File: src/rtl/sump3_lb_master.sv
// ---------------------------------------------------------------------------
// sump3_lb_master
//
// Converts single request/response commands into local-bus strobes for the
// sump3 core. The block accepts one command at a time, drives the chip
// select and read/write strobe for exactly one cycle, and then either
// returns at once (write) or waits for lb_rd_rdy (read). A read that gets
// no lb_rd_rdy within TIMEOUT_CYCLES returns TIMEOUT_DATA with rsp_timeout
// set. Every output comes straight from a flop.
//
// Parameters
//   TIMEOUT_CYCLES  cycles waited for lb_rd_rdy after a read strobe (1..65535)
//   TIMEOUT_DATA    read data returned when a read times out
//
// Ports
//   clk_lb          single clock, rising edge
//   reset           synchronous active-high reset
//   cmd_valid/ready command handshake; cmd_wr 1=write, cmd_sel 0=ctrl 1=data
//   cmd_wdata       write data for the command
//   rsp_valid/ready response handshake
//   rsp_rdata       read data (0 for writes), rsp_timeout read timed out
//   lb_cs_ctrl/data local-bus chip selects
//   lb_wr/lb_rd     local-bus write/read strobes, lb_wr_d write data
//   lb_rd_d         local-bus read data, lb_rd_rdy read data valid
// ---------------------------------------------------------------------------
module sump3_lb_master #(
  parameter int unsigned TIMEOUT_CYCLES = 64,
  parameter logic [31:0] TIMEOUT_DATA   = 32'hDEADBEEF
) (
  input  logic        clk_lb,
  input  logic        reset,
  input  logic        cmd_valid,
  output logic        cmd_ready,
  input  logic        cmd_wr,
  input  logic        cmd_sel,
  input  logic [31:0] cmd_wdata,
  output logic        rsp_valid,
  input  logic        rsp_ready,
  output logic [31:0] rsp_rdata,
  output logic        rsp_timeout,
  output logic        lb_cs_ctrl,
  output logic        lb_cs_data,
  output logic        lb_wr,
  output logic        lb_rd,
  output logic [31:0] lb_wr_d,
  input  logic [31:0] lb_rd_d,
  input  logic        lb_rd_rdy
);

  typedef enum logic [1:0] {
    IDLE,
    ISSUE,
    WAIT,
    RESP
  } state_e;

  localparam logic [15:0] TimeoutCnt = 16'(TIMEOUT_CYCLES);

  state_e      state_q, state_d;
  logic        wr_q, wr_d;
  logic        sel_q, sel_d;
  logic [31:0] wdata_q, wdata_d;
  logic [15:0] cnt_q, cnt_d;
  logic [15:0] cnt_inc;
  logic [31:0] rdata_q, rdata_d;
  logic        timeout_q, timeout_d;

  logic        cmd_ready_q, cmd_ready_d;
  logic        rsp_valid_q, rsp_valid_d;
  logic        cs_ctrl_q, cs_ctrl_d;
  logic        cs_data_q, cs_data_d;
  logic        lbwr_q, lbwr_d;
  logic        lbrd_q, lbrd_d;
  logic [31:0] lb_wdata_q, lb_wdata_d;

  assign cnt_inc = cnt_q + 16'd1;

  // Next-state logic. lb_rd_rdy is only looked at in a read ISSUE or in
  // WAIT, so stray pulses anywhere else cannot disturb the response. In WAIT
  // the ready check comes before the timeout check so a coincident ready wins.
  always_comb begin
    state_d   = state_q;
    wr_d      = wr_q;
    sel_d     = sel_q;
    wdata_d   = wdata_q;
    cnt_d     = cnt_q;
    rdata_d   = rdata_q;
    timeout_d = timeout_q;

    case (state_q)
      IDLE: begin
        if (cmd_valid) begin
          wr_d    = cmd_wr;
          sel_d   = cmd_sel;
          wdata_d = cmd_wdata;
          state_d = ISSUE;
        end
      end
      ISSUE: begin
        if (wr_q) begin
          rdata_d   = 32'd0;
          timeout_d = 1'b0;
          state_d   = RESP;
        end else if (lb_rd_rdy) begin
          rdata_d   = lb_rd_d;
          timeout_d = 1'b0;
          state_d   = RESP;
        end else begin
          cnt_d   = 16'd0;
          state_d = WAIT;
        end
      end
      WAIT: begin
        cnt_d = cnt_inc;
        if (lb_rd_rdy) begin
          rdata_d   = lb_rd_d;
          timeout_d = 1'b0;
          state_d   = RESP;
        end else if (cnt_inc == TimeoutCnt) begin
          rdata_d   = TIMEOUT_DATA;
          timeout_d = 1'b1;
          state_d   = RESP;
        end
      end
      RESP: begin
        if (rsp_ready) begin
          state_d = IDLE;
        end
      end
      default: begin
        state_d = IDLE;
      end
    endcase
  end

  // Output values are decoded from the next state so that the flops below
  // present them in the same cycle the FSM enters that state.
  always_comb begin
    cmd_ready_d = (state_d == IDLE);
    rsp_valid_d = (state_d == RESP);
    cs_ctrl_d   = (state_d == ISSUE) && !sel_d;
    cs_data_d   = (state_d == ISSUE) && sel_d;
    lbwr_d      = (state_d == ISSUE) && wr_d;
    lbrd_d      = (state_d == ISSUE) && !wr_d;
    lb_wdata_d  = ((state_d == ISSUE) && wr_d) ? wdata_d : 32'd0;
  end

  // State and output registers with synchronous reset.
  always_ff @(posedge clk_lb) begin
    if (reset) begin
      state_q     <= IDLE;
      wr_q        <= 1'b0;
      sel_q       <= 1'b0;
      wdata_q     <= 32'd0;
      cnt_q       <= 16'd0;
      rdata_q     <= 32'd0;
      timeout_q   <= 1'b0;
      cmd_ready_q <= 1'b1;
      rsp_valid_q <= 1'b0;
      cs_ctrl_q   <= 1'b0;
      cs_data_q   <= 1'b0;
      lbwr_q      <= 1'b0;
      lbrd_q      <= 1'b0;
      lb_wdata_q  <= 32'd0;
    end else begin
      state_q     <= state_d;
      wr_q        <= wr_d;
      sel_q       <= sel_d;
      wdata_q     <= wdata_d;
      cnt_q       <= cnt_d;
      rdata_q     <= rdata_d;
      timeout_q   <= timeout_d;
      cmd_ready_q <= cmd_ready_d;
      rsp_valid_q <= rsp_valid_d;
      cs_ctrl_q   <= cs_ctrl_d;
      cs_data_q   <= cs_data_d;
      lbwr_q      <= lbwr_d;
      lbrd_q      <= lbrd_d;
      lb_wdata_q  <= lb_wdata_d;
    end
  end

  assign cmd_ready   = cmd_ready_q;
  assign rsp_valid   = rsp_valid_q;
  assign rsp_rdata   = rdata_q;
  assign rsp_timeout = timeout_q;
  assign lb_cs_ctrl  = cs_ctrl_q;
  assign lb_cs_data  = cs_data_q;
  assign lb_wr       = lbwr_q;
  assign lb_rd       = lbrd_q;
  assign lb_wr_d     = lb_wdata_q;

endmodule
File: config.mk
export PLATFORM = sky130hd
export DESIGN_NAME = sump3_lb_master
export DESIGN_NICKNAME = d
export VERILOG_FILES = /design/src/rtl/sump3_lb_master.sv
export SDC_FILE = /design/constraint.sdc
export NUM_CORES = 1
export LEC_CHECK = 0
export CAP_MARGIN = 5
export CORE_UTILIZATION = 51
export DETAILED_ROUTE_END_ITERATION = 10
export GPL_TIMING_DRIVEN = 0
export PLACE_DENSITY_LB_ADDON = 0.15
export SLEW_MARGIN = 20
export SYNTH_ARGS = -nofsm -noshare
export SYNTH_HDL_FRONTEND = slang
export SYNTH_SLANG_ARGS = --single-unit
File: constraint.sdc
create_clock -name clk_lb -period 5.7 [get_ports clk_lb]
set_input_delay 1.14 -clock clk_lb [delete_from_list [all_inputs] [get_ports clk_lb]]
set_output_delay 1.14 -clock clk_lb [all_outputs]
set_load 0.01 [all_outputs]
==> results of run 1 <==
-- state kept, by name, summed over array words and instances (netlist names), 2 cells and up --
signal	flops
wdata_q	32
state_q	2
lb_wr_d	32
rsp_rdata	32
cnt_q	16
-- critical path: cells and delay by family --
kind,cells,cell delay [ns]
buffers and inverters,3,1.19
AOI/OAI and AO/OA,3,0.77
and+or+nand+nor,3,0.38
-- per-layer routing --
metal	vias to the layer above	share of wire	wire [um]
met4	0	0.020	257
li1	2135	-	-
met5	-	0	0
met1	2073	0.41	5126
met3	24	0.071	900
met2	134	0.50	6315
-- synthesized netlist by cell type (2+ instances only) --
| master | instances |
|---|---|
| or3_1 | 3 |
| nand4_1 | 2 |
| o31ai_1 | 8 |
| a21oi_1 | 37 |
| o21ai_0 | 18 |
| nor2_1 | 100 |
| and2_1 | 2 |
| a31oi_1 | 3 |
| inv_1 | 7 |
| nor4_1 | 5 |
| and4b_1 | 2 |
| buf_2 | 2 |
| buf_1 | 5 |
| nor2b_1 | 2 |
| a311oi_1 | 3 |
| nand3_1 | 12 |
| and4_1 | 2 |
| o31a_2 | 3 |
| xnor2_1 | 5 |
| buf_4 | 2 |
| o31a_1 | 22 |
| a22oi_1 | 3 |
| buf_8 | 2 |
| nor3_1 | 9 |
| dfxtp_1 | 123 |
| clkbuf_1 | 26 |
| nand2b_1 | 9 |
| mux2i_1 | 35 |
| nand2_1 | 41 |
| o21a_1 | 4 |
| ha_1 | 7 |
-- where the power goes --
part | internal, mW | switching, mW | leakage, nW | total [mW]
Clock | 0.605 | 0.454 | 0.285 | 1.06
Combinational | 0.374 | 0.383 | 1.48 | 0.757
Sequential | 0.998 | 0.0658 | 1.00 | 1.06
-- metrics by stage --
stage | instance area [sq um] | utilization
floorplan | 4828 | -
global placement | 6369 | 0.6925
detailed placement | 6369 | 0.6925
CTS | 6960 | 0.7569
global route | 6960 | 0.7569
finish | 6960 | 0.7569
-- final timing paths --
kind | startpoint | to | slack, ns
setup / recovery | lb_rd_rdy | lb_wr_d[12] | 2.61
hold / removal | rsp_timeout | rsp_timeout | 0.47
setup reg to reg | cnt_q[0] | rsp_rdata[4] | 2.92
hold reg to reg | rsp_timeout | rsp_timeout | 0.47
-- cell families after synthesis --
kind of cell	synth area share
simple gates	0.1853
xor+xnor	0.009069
compound gates	0.1576
flops	0.5100
buf+inv	0.04742
fa+ha+maj	0.01814
mux	0.07256
-- cell type report --
class / instances / area, sq um / area share
flip-flops and latches: 123 / 2462 / 0.3538
multi-input cells: 354 / 2137 / 0.3070
clock inverters: 15 / 177.7 / 0.02553
inverters: 7 / 26.28 / 0.003775
plain buffers: 39 / 202.7 / 0.02912
well taps: 111 / 138.9 / 0.01995
clock buffers: 17 / 414.1 / 0.05950
repair buffers: 140 / 1401 / 0.2013
==> reports/qor.csv, run 1 <==
metric;value;unit
worst-margin pin slew;0.7518;ns
Worst-path clk slew;0.07;ns
Layout Cells excl Fill;806;
grt total ovfl;0;
Post-DRT Antenna Nets;0;
Max Clk Rate;323.7;MHz
Seq/Total Area, Yosys;0.5100;
grt met3 use;0.09838;
CTS max path bufs;2;
setup TNS;0;ns
port bufs;140;
vias in the first global route;4202;
Final Hold Fails;0;
top post-synthesis cells by area;dfxtp_1 (51%), nor2_1 (7.8%), mux2i_1 (7.3%), o31a_1 (4.0%), a21oi_1 (3.8%);
Crit-path slowest cell;clkdlybuf4s50_1;
Setup crit end kind;flop;
most common cell after layout, fill and taps aside;clkdlybuf4s50_1;
WHS;0.4734;ns
final setup margin;2.611;ns
DPL Wire Length;8543;um
Fillers;652;
Clock Sinks;123;
RSZ-0062 raised after global routing;false;
Cells after DPL;774;
core outline area;9196;sq um
H-tree depth;4;
DR DRC count;0;
pin count of the biggest net entering global routing;17;
Synth Instances;523;
ys async rst share;0;
register bit total from synthesis;123;
Chip Height;99.30;um
All-Layer GR Usage;0.2605;
final-report max-slew violation count;0;
CTS buffer count;17;
num rows;35;
wire per inst;15.63;um
Via Count;4366;
Post-synth EDFFs;0;
final setup violation count;0;
Main synth FF type;dfxtp_1;
Worst VDD drop;0.3093;mV
worst path required time;6.10;ns
post-CTS sizing;0;
Final nets;760;
total design power;2.879;mW
area grow syn2layout;44.16;%
syn_nets;601;
n_diodes;0;
met1 Use GR;0.3003;
Yosys top cell by area;dfxtp_1;
worst-path cell chain;clkdlybuf4s50_1 -> o21ai_0 -> nand3_1 -> o21ai_0 -> a21o_1 -> or3_1 -> clkbuf_1 -> clkbuf_1 -> nor2_1;
most frequent cells in the layout;clkdlybuf4s50_1 (140), dfxtp_1 (123), nor2_1 (100), nand2_1 (41), a21oi_1 (37);
max_slew headroom;0.4988;
first-pass GRT wire length;20180;um
clock root buffer;clkbuf_8;
Hold Path Class;flop to flop;
worst r2r path cells;9;
Fin Clk Skew;0.01244;ns
PwrDens;413.6;nW/um^2
pre-CTS setup slack;2.093;ns
share of cells above drive strength 1;0.06906;
Hold Path Stages;1;
worst skew pair latency;0.53;ns
min cycle time layout;3.089;ns
mapped cell area;4828;sq um
synth unique cells;50;
Post-CTS Setup Inserts;0;
Leakage;2.769;nW
Ports;142;
Ys Warns;0;
Starting Density;0.5250;
initial antenna violation count;0;
Routed WL;12600;um
Die Width;99.30;um
grt peak-use layer;met2;
CTS tree;built;
met2 usage;0.4423;
CP peak stage delay;0.48;ns
final period utilization;0.5420;
mean area per synthesized cell;9.232;sq um
status;finished, final reports clean;
GPL Wtd Cong;0.8920;
area share of the largest cell type after synthesis;0.5100;
critical path launch point type;primary input;
via/cell ratio;5.417;
type of the worst setup path;primary input to flop;
arrival time at the worst endpoint;3.48;ns
Hold Buf Count CTS;0;
DRT iter0 DRCs;245;
crit-path max FO;10;
Die Area;9860;sq um
router iterations before antenna repair;4;
Max-Cap Viols;0;
Note: power is estimated with default switching activity, not from simulation.
==> inputs of run 2 (changes only) <==
--- a/config.mk
+++ b/config.mk
@@ -6,7 +6,7 @@
 export NUM_CORES = 1
 export LEC_CHECK = 0
 export CAP_MARGIN = 5
-export CORE_UTILIZATION = 51
+export CORE_UTILIZATION = 43
 export DETAILED_ROUTE_END_ITERATION = 10
 export GPL_TIMING_DRIVEN = 0
 export PLACE_DENSITY_LB_ADDON = 0.15
==> constraint.sdc (replaced) <==
create_clock -name clk_lb -period 2.5 [get_ports clk_lb]
set_input_delay 0.5 -clock clk_lb [delete_from_list [all_inputs] [get_ports clk_lb]]
set_output_delay 0.5 -clock clk_lb [all_outputs]
set_load 0.01 [all_outputs]
==> reports/qor.csv, run 2 (synthesis results as in run 1) <==
metric;value;unit
status;finished, final reports clean;
router iterations before antenna repair;4;
DR DRC count;0;
Leakage;2.768;nW
CTS buffer count;17;
H-tree depth;4;
most frequent cells in the layout;clkdlybuf4s50_1 (140), dfxtp_1 (121), nor2_1 (100), nand2_1 (41), a21oi_1 (37);
worst path required time;2.88;ns
DPL Wire Length;8785;um
share of cells above drive strength 1;0.08069;
final period utilization;0.9431;
core outline area;10890;sq um
Ports;142;
most common cell after layout, fill and taps aside;clkdlybuf4s50_1;
Worst-path clk slew;0.06;ns
pin count of the biggest net entering global routing;17;
crit-path max FO;10;
GPL Wtd Cong;0.8636;
Max Clk Rate;424.1;MHz
Hold Path Stages;3;
grt total ovfl;0;
Post-DRT Antenna Nets;0;
initial antenna violation count;0;
CTS tree;built;
Crit-path slowest cell;dfxtp_4;
Hold Path Sink;rsp_rdata[20];
Post-CTS Setup Inserts;0;
min cycle time layout;2.358;ns
Hold Path Class;primary input to flop;
final setup violation count;0;
Chip Height;108.0;um
critical path launch point type;flop;
Final nets;759;
setup TNS;0;ns
CTS max path bufs;2;
Starting Density;0.4435;
worst-path cell chain;ha_4 -> nand3_4 -> o31a_1 -> a221o_1 -> a2111oi_4 -> and4b_1 -> buf_6 -> buf_12 -> o31ai_1;
type of the worst setup path;flop to flop;
n_diodes;0;
wire per inst;14.72;um
num rows;38;
Worst VDD drop;0.5321;mV
Routed WL;12280;um
port bufs;140;
Clock Sinks;123;
first-pass GRT wire length;19550;um
HP Start;reset;
worst r2r path cells;9;
Die Width;108.0;um
worst skew pair latency;0.52;ns
arrival time at the worst endpoint;2.74;ns
reg2reg end;rsp_rdata[20];
Setup crit end kind;flop;
Max-Cap Viols;0;
All-Layer GR Usage;0.2182;
PwrDens;913.6;nW/um^2
CP peak stage delay;0.40;ns
R2R setup slack;0.14;ns
Layout Utilization;0.6433;
vias in the first global route;4221;
max_slew headroom;0.4967;
Fin Clk Skew;0.007015;ns
reg2reg start;cnt_q[0];
WHS;0.4235;ns
total design power;6.399;mW
clock root buffer;clkbuf_8;
via/cell ratio;5.192;
Final Hold Fails;0;
RSZ-0062 raised after global routing;false;
final-report max-slew violation count;0;
DRT iter0 DRCs;159;
Die Area;11660;sq um
area grow syn2layout;45.06;%
worst-margin pin slew;0.7550;ns
Via Count;4330;
## run 2: changes by cell type in the layout (fill, tap and decap cells not counted), moves of 3 or more
cell / before / now
clkbuf_1: 26 / 23
clkbuf_8: 1 / 5
clkinv_2: 0 / 4
inv_6: 3 / 0
inv_8: 5 / 0
## run 2: cell type report
cell class	instances	area (sq um)
timing repair buffer	140	1401
tap	140	175.2
clock inverter	10	91.34
buffer	38	205.2
clock buffer	22	473.0
fill	928	3884
multi-input combinational	354	2162
sequential	123	2470
inverter	7	26.28
## run 2: layer usage
metal / vias up / wire, um / track usage
li1: 2134 / - / -
met1: 2052 / 5190 / 0.2504
met2: 121 / 5941 / 0.3553
met3: 23 / 917 / 0.09222
met4: 0 / 229 / 0.09198
met5: - / 0 / 0
## run 2: worst max path at each step
stage	from	endpoint	slack, ns	depth (start not counted)
floorplan	cnt_q[0]	rsp_rdata[14]	0.06	9
global placement	lb_rd_rdy	lb_wr_d[5]	-0.47	9
detailed placement	lb_rd_rdy	lb_wr_d[9]	-0.49	9
CTS	cnt_q[1]	rsp_rdata[29]	0.002	9
global route	cnt_q[2]	rsp_rdata[14]	0.02	9
finish	cnt_q[0]	rsp_rdata[20]	0.14	9
## run 2: timing repair
| item | CTS | global route |
|---|---|---|
| setup endpoints to repair | 65 | 63 |
| hold buffers | 0 | 0 |
| cloned | 0 | 0 |
| pin swaps | 1 | 2 |
| resized for setup | 9 | 4 |
## run 2: critical path, delay by kind of cell (launching register included)
| family | cells | cell delay (ns) |
|---|---|---|
| buffers and inverters | 2 | 0.28 |
| and+or+nand+nor | 2 | 0.43 |
| DFF | 1 | 0.40 |
| adders and majority gates | 1 | 0.18 |
| AOI/OAI and AO/OA | 4 | 0.93 |
## run 2: where the power goes
group | internal (mW) | switching (mW) | total, mW
clock | 1.42 | 0.842 | 2.26
combinational | 0.859 | 0.857 | 1.72
sequential | 2.28 | 0.146 | 2.42
total | 4.55 | 1.85 | 6.40
## run 2: through the flow
stage	cells	instance area [sq um]	setup slack, ns
2_1_floorplan	523	4828	0.06311
3_3_place_gp	803	6405	-0.4713
3_5_place_dp	803	6405	-0.4911
4_1_cts	835	6993	0.001599
5_1_grt	834	7004	0.01873
6_report	834	7004	0.1423
==> RTL edit 1, RTL diff (config.mk and constraints of run 2) <==
Reset style: asynchronous (`reset`), changed in one clocked block. Comments in the files are not updated.
--- a/src/rtl/sump3_lb_master.sv
+++ b/src/rtl/sump3_lb_master.sv
@@ -146,7 +146,7 @@
   end
 
   // State and output registers with synchronous reset.
-  always_ff @(posedge clk_lb) begin
+  always_ff @(posedge clk_lb or posedge reset) begin
     if (reset) begin
       state_q     <= IDLE;
       wr_q        <= 1'b0;
Formal check against the unedited RTL: differs if reset is asserted again (counterexample within 4 cycles, from zero or initial values and one cycle with reset high); with reset held inactive, the same outputs for 10 cycles.
==> RTL edit 1 against run 2 <==
- count of clock-buffer cells in the layout down 1
- synthesized area up 10%
- core utilization up 2.5 points
- worst setup slack worse by 190 ps
- sequential cell count unchanged
- design area up 15%
- the flow now finishes with violations (negative setup slack)
- wire length up 10%
- highest routed layer unchanged
- critical path depth up 1
Power is not compared: it rests on default switching activity, and its combinational part moved more than twofold at a synthesized area within 25%.
==> RTL edit 1: results (changes against run 2) <==
* Status: finished with violations (was finished clean)
* Failing checks: negative setup slack
* Top delay family on crit path: simple AND/OR/NAND/NOR gates (was compound AO/OA/AOI/OAI gates)
* Final #Nets at 739 (was 759)
* Worst hold path class: in2async (was in2reg)
* Relative slew slack at 0.558 (was 0.497)
* Fill cell count at 932 (was 928)
* Top_reg_cell synth: dfrtp_1 (was dfxtp_1)
* Crit Reg-Reg Startpoint: cnt_q[0]$_DFFE_PP0P_ (was cnt_q[0]$_SDFFE_PP0P_)
* Post-Route WL at 13,500 um (was 12,300 um)
* Skew final at 15.6 ps (was 7.01 ps)
* Port bufs at 140 (unchanged)
* Final setup vio count at 8 (was 0)
* Post-synth top cells: 122 x dfrtp_1, 65 x nor2_1, 42 x nor2b_1 (was 123 x dfxtp_1, 100 x nor2_1, 41 x nand2_1)
* WS Path Type: reg2reg (unchanged)
* Via density per instance at 5.15 (was 5.19)
* Placed Cells at 793 (was 803)
* Largest net degree at the start of global routing at 31 (was 17)
* Post-Syn Nets at 559 (was 601)
* Share of cells above drive strength 1 at 0.205 (was 0.0807)
* Top cells by area, synth: dfrtp_1 57%, mux2_2 7.2%, nor2b_1 4.9% (was dfxtp_1 51%, nor2_1 7.8%, mux2i_1 7.3%)
* Number of global-route vias before repair at 4,451 (was 4,221)
* Critical Path Max Stage Delay at 390 ps
* TritonCTS Buffers at 17 (unchanged)
* Slowest CP cell: dfrtp_2 (was dfxtp_4)
* Sum Neg Setup Slack at -302 ps (was 0 ps)
* 1st-iter DRT viols at 298 (was 159)
* Async set-reset flop share out of synthesis at 1.00 (was 0)
* First-pass GRT wire length at 21,500 um (was 19,600 um)
* Setup WS post-layout at -44.6 ps (was 142 ps)
* Total placed instance area at 7060 sq um (was 6400 sq um)
* Global Route Usage Sum at 0.219 (was 0.218)
* Distinct cells, synth at 53 (was 50)
* VDD IR max at 0.000781 V
* Arrival time worst endpoint at 2830 ps (was 2740 ps)
* End point of the critical path: rsp_rdata[20]$_DFFE_PP0P_ (was rsp_rdata[20]$_SDFFE_PP0P_)
* Synthesized area per cell at 11.1 sq um (was 9.23 sq um)
* Sequential area share after synthesis at 0.577 (was 0.510)
* CTS root buffer: clkbuf_16 (was clkbuf_8)
* HPWL Detailed at 8960 um (was 8790 um)
* Initial antenna violation count at 0 (unchanged)
* Reg2Reg Depth at 10 (was 9)
* Final Non-Filler Cells at 841 (was 834)
* Pre-CTS setup slack at -428 ps (was -491 ps)
* GPL Wtd Cong at 0.807 (was 0.864)
* Worst-Skew Late Latency at 420 ps (was 520 ps)
* CP Max Fanout at 8 (was 10)
[RTL edit 1: worst min-delay path by stage]
stage                            endpoint  slack (ps)  cells after the start
detailed placement  wdata_q[22]$_DFF_PP0_         480                      1
global route        lb_wr_d[30]$_DFF_PP0_         470                      2
CTS                 lb_wr_d[30]$_DFF_PP0_         440                      2
floorplan            wdata_q[0]$_DFF_PP0_         470                      1
finish              lb_wr_d[30]$_DFF_PP0_         440                      2
global placement     wdata_q[2]$_DFF_PP0_         470                      1
[RTL edit 1: timing repair]
action,4_1_cts,5_1_grt
setup buffers,15,3
cloned,0,2
resized for setup,15,49
pin swaps,9,22
endpoints found under the setup margin,60,64
[RTL edit 1: cells by family after synthesis]
logic type                 Yosys count  share of synthesized area
xor gates and xnor gates             3                    0.00493
buffers and inverters               37                     0.0317
AOI/OAI and AO/OA                   85                      0.117
adders and majority gates            7                     0.0164
DFF                                123                      0.577
and+or+nand+nor                    191                      0.179
muxes                               35                     0.0737
[RTL edit 1: final cells by class]
class,count,area (sq um),area share
sequential,123,3090,0.383
clock buffer,21,450,0.0559
inverter,7,30.0,0.00373
tap,168,210,0.0261
multi-input combinational,321,2310,0.287
clock inverter,10,95.1,0.0118
timing repair buffer,164,1690,0.210
buffer,27,180,0.0224
[RTL edit 1: per-layer routing]
layer / wire length [um] / vias up / global-route usage / share of wire
met1: 5500 / 2147 / 0.259 / 0.41
li1: - / 2048 / - / -
met5: 0 / - / 0 / 0
met2: 6780 / 118 / 0.353 / 0.50
met3: 1000 / 18 / 0.0911 / 0.074
met4: 248 / 0 / 0.0895 / 0.018
[RTL edit 1: power breakdown]
part           switching [mW]  internal, mW
Combinational            2.47          2.72
Sequential              0.392          2.86
Clock                   0.864          1.38
==> RTL edit 2, RTL diff (config.mk and constraints of run 2) <==
Without the edit above. `TIMEOUT_DATA`: 32'hDEADBEEF -> 32'hA7024F33.
--- a/src/rtl/sump3_lb_master.sv
+++ b/src/rtl/sump3_lb_master.sv
@@ -25,7 +25,7 @@
 // ---------------------------------------------------------------------------
 module sump3_lb_master #(
   parameter int unsigned TIMEOUT_CYCLES = 64,
-  parameter logic [31:0] TIMEOUT_DATA   = 32'hDEADBEEF
+  parameter logic [31:0] TIMEOUT_DATA   = 32'hA7024F33
 ) (
   input  logic        clk_lb,
   input  logic        reset,
Function: same outputs for any inputs over 10 cycles, from zero or initial values and one cycle with reset high; that may be too few to reach the edited logic, so the function may still have changed.
==> RTL edit 2 against run 2 <==
- clock power up 8.8%
- wire length is 2.3% lower
- design area up 0.45%
- sequential cell count unchanged
- global-route usage rose by 0.091 points
- worst setup slack got worse by 3.5 ps
- maximum frequency fell by 0.15%
- power grew 2.4%
- die area decreased by 0.28%
- critical path type unchanged
- synthesized area decreased by 0.29%
==> RTL edit 2: results (changes against run 2) <==
* TritonRoute pass-1 iters at 5 (was 4)
* CTS root buffer: clkbuf_8 (unchanged)
* Initial antenna violation count at 0 (unchanged)
* Fill cell count at 931 (was 928)
* DR top layer: met4 (unchanged)
* HPWL Detailed at 8650 um (was 8790 um)
* Ant. Diodes at 0 (unchanged)
* Sequential area share after synthesis at 0.511 (was 0.510)
* Worst Tran Pin Value at 766 ps (was 755 ps)
* Post-Syn Nets at 605 (was 601)
* Placed Cells at 807 (was 803)
* Synthesized area per cell at 9.14 sq um (was 9.23 sq um)
* Final slew viol count at 0 (unchanged)
* Post-cts resize count at 6 (was 9)
* Async set-reset flop share out of synthesis at 0 (unchanged)
* Largest net degree at the start of global routing at 17 (unchanged)
* First-pass GRT wire length at 19,700 um (was 19,600 um)
* Met1 wire length at 5190 um (about the same)
* Worst-Skew Late Latency at 520 ps (about the same)
* Drt wl/cell at 14.3 um (was 14.7 um)
* Pre-CTS setup slack at -389 ps (was -491 ps)
* Skew final at 8.10 ps (was 7.01 ps)
* Synth Warn # at 0 (unchanged)
* Setup bufs post-CTS at 0 (unchanged)
* Top delay family on crit path: simple AND/OR/NAND/NOR gates (was compound AO/OA/AOI/OAI gates)
* Top cells by area, synth: dfxtp_1 51%, nor2_1 7.7%, mux2i_1 7.5% (was dfxtp_1 51%, nor2_1 7.8%, mux2i_1 7.3%)
* Post-synth top cells: 123 x dfxtp_1, 99 x nor2_1, 36 x mux2i_1 (was 123 x dfxtp_1, 100 x nor2_1, 41 x nand2_1)
* Met1 usage at 0.257 (was 0.250)
* Port bufs at 140 (unchanged)
* Clock Path Buffers at 2 (unchanged)
* Critical Path Max Stage Delay at 470 ps (was 400 ps)
* Worst hold path class: reg2reg (was in2reg)
* Distinct cells, synth at 44 (was 50)
* H-tree depth reported by CTS at 4 (unchanged)
* Total placed instance area at 6390 sq um (was 6400 sq um)
* CP Max Fanout at 10 (unchanged)
* Met2 wire length at 5800 um (was 5940 um)
* Clk slew on worst S/H paths at 60 ps (about the same)
* Slowest CP cell: or3_1 (was dfxtp_4)
* 1st-iter DRT viols at 147 (was 159)
* Status: finished clean (unchanged)
* Share of cells above drive strength 1 at 0.0944 (was 0.0807)
* Global Route Usage Sum at 0.219 (was 0.218)
* DR WL met3 at 818 um (was 917 um)
* Arrival time worst endpoint at 2810 ps (was 2740 ps)
* GPL Wtd Cong at 0.824 (was 0.864)
* Met3 Track Usage GR at 0.0696 (was 0.0922)
* Final #Nets at 764 (was 759)
* VDD IR max at 0.000555 V (was 0.000532 V)
* TritonCTS Buffers at 17 (unchanged)
* Vias at 4,238 (was 4,330)
* Pleak at 2.80 nW (was 2.77 nW)
* Final Non-Filler Cells at 839 (was 834)
* Area Overhead vs Synth at 46.1% (was 45.1%)
* Met2 Resource Use GR at 0.368 (was 0.355)
-- RTL edit 2: changes by cell type after synthesis, sizes merged, moves of 3 or more --
cell / change
o31a: -24
o21ai: +17
o21a: +12
nand3: +11
nand2b: +9
buf: -7
nand2: -7
o31ai: -6
a21oi: -4
inv: +3
xnor2: -3
-- RTL edit 2: kinds of logic (layout without fill, tap and decap cells) --
group,count (synthesis),in the layout,synth area share
AOI/OAI and AO/OA,104,104,0.142
DFF,123,123,0.511
xor gates and xnor gates,4,4,0.00728
adders and majority gates,7,7,0.0182
buffers and inverters,43,215,0.0390
muxes,36,36,0.0748
and+or+nand+nor,210,210,0.207
-- RTL edit 2: report_power, final --
part | leakage (nW) | switching, mW | total [mW] | internal [mW]
Combinational | 1.52 | 0.868 | 1.71 | 0.842
Clock | 0.279 | 0.900 | 2.46 | 1.56
Sequential | 1.00 | 0.129 | 2.38 | 2.25
-- RTL edit 2: worst paths after layout --
check                            start                         to  slack (ps)  cells after the start
max              state_q[1]$_SDFF_PP0_     lb_wr_d[17]$_SDFF_PP0_         140                     10
min          rsp_rdata[4]$_SDFFE_PP0P_  rsp_rdata[4]$_SDFFE_PP0P_         460                      1
max reg2reg      state_q[1]$_SDFF_PP0_     lb_wr_d[17]$_SDFF_PP0_         140                     10
min reg2reg  rsp_rdata[4]$_SDFFE_PP0P_  rsp_rdata[4]$_SDFFE_PP0P_         460                      1
-- RTL edit 2: layout make-up --
type / instances / area [sq um] / share of cell area
tap: 140 / 175 / 0.0249
buffer: 32 / 161 / 0.0229
timing repair buffer: 141 / 1410 / 0.200
sequential: 123 / 2460 / 0.350
clock inverter: 12 / 164 / 0.0233
inverter: 10 / 37.5 / 0.00534
clock buffer: 20 / 435 / 0.0619
multi-input combinational: 361 / 2190 / 0.311
